==> src/rtl/starfield_pkg.sv <==
// Shared types and default geometry for the starfield sequencing controller.
package starfield_pkg;

   // Controller sequencing states
   typedef enum logic [1:0] {
      IDLE = 2'd0,
      SEED = 2'd1,
      SKIP = 2'd2,
      RUN  = 2'd3
   } sf_state_e;

   // Default screen and starfield geometry
   localparam int CORDW_DEF = 12;
   localparam int HRES_DEF  = 512;
   localparam int VRES_DEF  = 256;
   localparam int SPDW_DEF  = 4;

endpackage

==> src/rtl/starfield_ctrl.sv <==
// Starfield LFSR sequencing controller.
// Steps the LFSR once per visible in-area pixel; during vertical blanking it
// reseeds the LFSR and pre-steps it by a per-frame offset so the stars scroll.
// Optional feature macro: STARFIELD_SCROLL_EN. When undefined the offset stays
// at zero, speed requests are discarded and the starfield is static.
module starfield_ctrl import starfield_pkg::*; #(
   parameter int CORDW      = CORDW_DEF,
   parameter int HRES       = HRES_DEF,
   parameter int VRES       = VRES_DEF,
   parameter int SPDW       = SPDW_DEF,
   parameter int SPEED_INIT = 1
) (
   input  logic             clk_pix,
   input  logic             rst,
   input  logic [CORDW-1:0] sx,
   input  logic [CORDW-1:0] sy,
   input  logic             de,
   input  logic             vbi,
   input  logic [SPDW-1:0]  cfg_speed,
   input  logic             cfg_valid,
   output logic             cfg_ready,
   output logic             lfsr_en,
   output logic             lfsr_rst,
   output logic             sf_area,
   output logic             busy
);

   localparam int OFFW = $clog2(HRES);

   sf_state_e       state_q;
   logic [OFFW-1:0] offset_q;
   logic [OFFW-1:0] skip_cnt_q;
   logic            busy_q;
   logic [OFFW-1:0] step_s;
   logic [OFFW-1:0] offset_next_s;

   assign sf_area       = (sx < CORDW'(HRES)) && (sy < CORDW'(VRES));
   assign offset_next_s = offset_q + step_s;
   assign lfsr_rst      = rst || (state_q == SEED);
   assign busy          = busy_q;

   // LFSR step enable: free-running during pre-step, per visible pixel in RUN
   always_comb begin
      lfsr_en = 1'b0;
      case (state_q)
         SKIP:    lfsr_en = 1'b1;
         RUN:     lfsr_en = de && sf_area;
         default: lfsr_en = 1'b0;
      endcase
   end

   // Sequencer: vbi always restarts at SEED, even mid pre-step
   always_ff @(posedge clk_pix) begin
      if (rst) begin
         state_q    <= IDLE;
         offset_q   <= '0;
         skip_cnt_q <= '0;
         busy_q     <= 1'b0;
      end else begin
         case (state_q)
            IDLE: begin
               if (vbi) begin
                  state_q <= SEED;
                  busy_q  <= 1'b1;
               end
            end
            SEED: begin
               offset_q   <= offset_next_s;
               skip_cnt_q <= offset_next_s;
               if (vbi) begin
                  state_q <= SEED;
                  busy_q  <= 1'b1;
               end else if (offset_next_s != '0) begin
                  state_q <= SKIP;
                  busy_q  <= 1'b1;
               end else begin
                  state_q <= RUN;
                  busy_q  <= 1'b0;
               end
            end
            SKIP: begin
               skip_cnt_q <= skip_cnt_q - OFFW'(1);
               if (vbi) begin
                  state_q <= SEED;
                  busy_q  <= 1'b1;
               end else if (skip_cnt_q == OFFW'(1)) begin
                  state_q <= RUN;
                  busy_q  <= 1'b0;
               end
            end
            RUN: begin
               if (vbi) begin
                  state_q <= SEED;
                  busy_q  <= 1'b1;
               end
            end
            default: begin
               state_q <= IDLE;
               busy_q  <= 1'b0;
            end
         endcase
      end
   end

`ifdef STARFIELD_SCROLL_EN
   logic [SPDW-1:0]      speed_q;
   logic [SPDW-1:0]      pend_q;
   logic                 pend_vld_q;
   logic                 ready_q;
   logic [OFFW+SPDW-1:0] speed_ext_s;
   logic [OFFW+SPDW-1:0] pend_ext_s;

   // Zero-extend then keep the low bits: reduces speed mod HRES
   assign speed_ext_s = {{OFFW{1'b0}}, speed_q};
   assign pend_ext_s  = {{OFFW{1'b0}}, pend_q};
   assign step_s      = pend_vld_q ? pend_ext_s[OFFW-1:0] : speed_ext_s[OFFW-1:0];
   assign cfg_ready   = ready_q;

   // Speed handshake: one pending slot, consumed only by a SEED that saw it
   always_ff @(posedge clk_pix) begin
      if (rst) begin
         speed_q    <= SPDW'(SPEED_INIT);
         pend_q     <= '0;
         pend_vld_q <= 1'b0;
         ready_q    <= 1'b1;
      end else if ((state_q == SEED) && pend_vld_q) begin
         speed_q    <= pend_q;
         pend_vld_q <= 1'b0;
         ready_q    <= 1'b1;
      end else if (cfg_valid && ready_q) begin
         pend_q     <= cfg_speed;
         pend_vld_q <= 1'b1;
         ready_q    <= 1'b0;
      end
   end
`else
   logic [SPDW-1:0] unused_cfg_s;
   logic            unused_vld_s;

   assign step_s       = '0;
   assign cfg_ready    = 1'b1;
   assign unused_cfg_s = cfg_speed ^ SPDW'(SPEED_INIT);
   assign unused_vld_s = cfg_valid;
`endif

endmodule

==> config.mk <==
export PLATFORM = sky130hd
export DESIGN_NAME = starfield_ctrl
export DESIGN_NICKNAME = d
export VERILOG_FILES = /design/src/rtl/starfield_pkg.sv /design/src/rtl/starfield_ctrl.sv
export SDC_FILE = /design/constraint.sdc
export NUM_CORES = 1
export LEC_CHECK = 0
export BUFFER_PORTS_ARGS = -buffer_cell sky130_fd_sc_hd__buf_2
export CORE_MARGIN = 5
export CORE_UTILIZATION = 41
export CTS_BUF_LIST = sky130_fd_sc_hd__clkbuf_16
export DETAILED_ROUTE_END_ITERATION = 10
export GPL_ROUTABILITY_DRIVEN = 1
export PLACE_DENSITY = 0.75
export SYNTH_ARGS = -nofsm -noshare
export SYNTH_HDL_FRONTEND = slang
export SYNTH_SLANG_ARGS = --single-unit
==> constraint.sdc <==
create_clock -name clk_pix -period 2.7 [get_ports clk_pix]
set_input_delay 0.405 -clock clk_pix [delete_from_list [all_inputs] [get_ports clk_pix]]
set_output_delay 0.405 -clock clk_pix [all_outputs]
set_load 0.02 [all_outputs]
==> results.yml <==
worst_setup_path:
  cp-start-kind: "flip-flop"
  cp_max_fo: 10
  crit_arrival_ns: 2.23
  cp.required_ns: 2.87
  path_cells: "inv_1 -> ha_1 -> or4_4 -> or4_1 -> a21oi_1"
  crit_path_end_kind: "flip-flop"
  crit_buf_inv: 1
  r2r_slack_ns: 0.63
  crit_slowest_cell: "or4_4"
  crit_type: "flip-flop to flip-flop"
  cp_top_family: "simple AND/OR/NAND/NOR gates"
  cp_slowest_stage_delay_ns: 0.59
floorplanning:
  chipHeight_um: 49.0
  die_area_mm2: 0.00240
  core.rowCount: 14
  die_w_um: 49.0
  start_util_pct: 42.4
  placeableCoreArea_mm2: 0.00147
  io_pins: 38
synthesis:
  yosys.area.top_type_share_pct: 38.5
  synth_seq_cells: 12
  postSynthAreaPerCell_um2: 9.32
  synthesis.area_um2: 624
  synth-seq-area-share_pct: 38.5
  synth_area_leaders: "dfxtp_1 38%, ha_1 10%, a21oi_1 6.4%"
  ys_warn_count: 0
  ys_types: 25
  synth_largest_area_cell: "dfxtp_1"
  syn-instance-count: 67
  synth_nets: 105
power:
  power.density_mw_per_mm2: 865
  p_sw_share_pct: 27.6
  p_sw_mw: 0.184
  power_frac_seq_pct: 35.3
  leakagePower_nw: 0.354
  p_comb_share_pct: 25.5
  p_int_mw: 0.482
  clkPwrFrac_pct: 39.1
  irDropWorstVdd_v: 0.000564
clocking:
  cts_setup_buffers: 0
  hold_buffers: 0
  cts_tree: "yes"
  clk_path_buf_depth: 2
  clock_sinks: 12
  clock_latency_ns: 0.24
  cts_root_buf: "clkbuf_16"
  clk_pin_slew_ns: 0.04
  cts_made_buffers: 3
  cts_max_level: 1
  cts_resized: 0
detailed_routing:
  vias: 501
  routed_wl_um: 1090
  dr.first_iter.drc_count: 6
  first_pass_iters: 4
  drtAntennaViolNets: 0
  drc_errors: 0
  viasPerCell: 5.11
  wl_per_cell_um: 11.1
timing:
  tns_ns: 0
  rsz0062_at_grt: "no"
  holdWs_ns: 0.348
  final-setup-viol-count: 0
  skew_ns: 0.00442
  hold_viol: 0
  fin_crit_ns: 2.07
  fmax_mhz: 483
  period_share_pct: 76.6
  drv_slew: 0
place:
  port_buffers: 14
  place_hpwl_um: 814
  gp_congestion: 0.639
global_routing:
  antenna_found_initial: 0
  grt_pass1_vias: 486
  grt_max_degree: 11
  overflow: 0
  grt_pass1_wl_um: 1960
  groute.usage.overall_pct: 10.1
cells_and_area:
  drive_above_1_share_pct: 30.5
  seq_area_um2: 240
  num-fill-cells: 142
  area_growth_pct: 23.4
  n_antenna_cell: 0
  nNetsFinal: 122
  multiInputGateArea_um2: 339
  layout_common_cells: "14 x buf_2, 12 x dfxtp_1, 8 x a21oi_1, 7 x inv_1, 5 x ha_1"
  layout_commonest_cell: "buf_2"
hold_path:
  min_path_type: "primary input to flip-flop"
flow_run:
  maxCapViolCount: 0
outcome:
  status: "complete, no violations"
[Yosys cell counts, drive strengths merged]
library cell	number
nor4	1
o211a	1
xor2	2
or4	5
o31a	1
dfxtp	12
buf	2
o31ai	3
or2	1
or4b	1
ha	5
a21oi	8
o32ai	1
inv	7
nor2	4
o21ai	5
o21a	1
or3b	1
conb	1
a31o	1
or3	4
[state kept, by name, summed over array words and instances, names as in the netlist]
register,count
busy,1
skip_cnt_q,9
state_q,2
[cells by family (layout without fill, tap and decap cells)]
group                      Yosys count  count (layout)  share of synthesized area [%]
buffers and inverters                9              24                           7.22
other                                1               1                          0.601
and+or+nand+nor                     17              17                           19.2
DFF                                 12              12                           38.5
AOI/OAI and AO/OA                   21              21                           21.6
adders and majority gates            5               5                           10.0
xor gates and xnor gates             2               2                           2.81
[worst register-to-register path, delay by kind of cell, from the launching register on]
| family | cells | cell delay, ns |
|---|---|---|
| flip-flops | 1 | 0.37 |
| AO/OA/AOI/OAI | 1 | 0.15 |
| AND/OR/NAND/NOR | 2 | 1.00 |
| adder cells (fa/ha/maj) | 1 | 0.41 |
| buffers and inverters | 1 | 0.06 |
[final timing paths]
kind / start / to / depth (start not counted)
max: state_q[0]$_SDFFE_PP0P_ / skip_cnt_q[5]$_SDFFE_PP0P_ / 5
min: rst / busy$_SDFFE_PP0P_ / 2
max reg2reg: state_q[0]$_SDFFE_PP0P_ / skip_cnt_q[5]$_SDFFE_PP0P_ / 5
min reg2reg: skip_cnt_q[8]$_SDFFE_PP0P_ / skip_cnt_q[8]$_SDFFE_PP0P_ / 2
[power groups by stage]
| stage | Clock (mW) | Sequential, mW | Combinational [mW] |
|---|---|---|---|
| floorplan | 0 | 0.233 | 0.142 |
| global placement | 0 | 0.237 | 0.164 |
| detailed placement | 0 | 0.237 | 0.169 |
| CTS | 0.265 | 0.235 | 0.171 |
| global route | 0.276 | 0.241 | 0.196 |
| finish | 0.261 | 0.236 | 0.170 |
[through the flow]
step	util [%]	setup WS, ns	instances	cell area [µm²]	total power, mW
final	52.4	0.632	98	771	0.667
after global routing	52.4	0.538	98	771	0.713
after CTS	52.4	0.632	98	771	0.671
after detailed placement	47.3	0.622	95	696	0.406
after global placement	47.3	0.661	95	696	0.400
after floorplan	-	0.340	67	624	0.375
[layer usage]
| metal | part of all wire, % | global-route usage (%) | vias up |
|---|---|---|---|
| li1 | - | - | 278 |
| met1 | 47 | 11.5 | 214 |
| met2 | 47 | 16.1 | 7 |
| met3 | 5.4 | 5.81 | 2 |
| met4 | 0.83 | 2.69 | 0 |
| met5 | 0 | 0 | - |
[cell type report]
cell class,instances,share of cell area (%)
tap,16,2.60
multi-input combinational,46,44.0
clock buffer,3,9.74
timing repair buffer,14,9.09
sequential,12,31.2
inverter,7,3.41
Note: power is estimated with default switching activity, not from simulation.
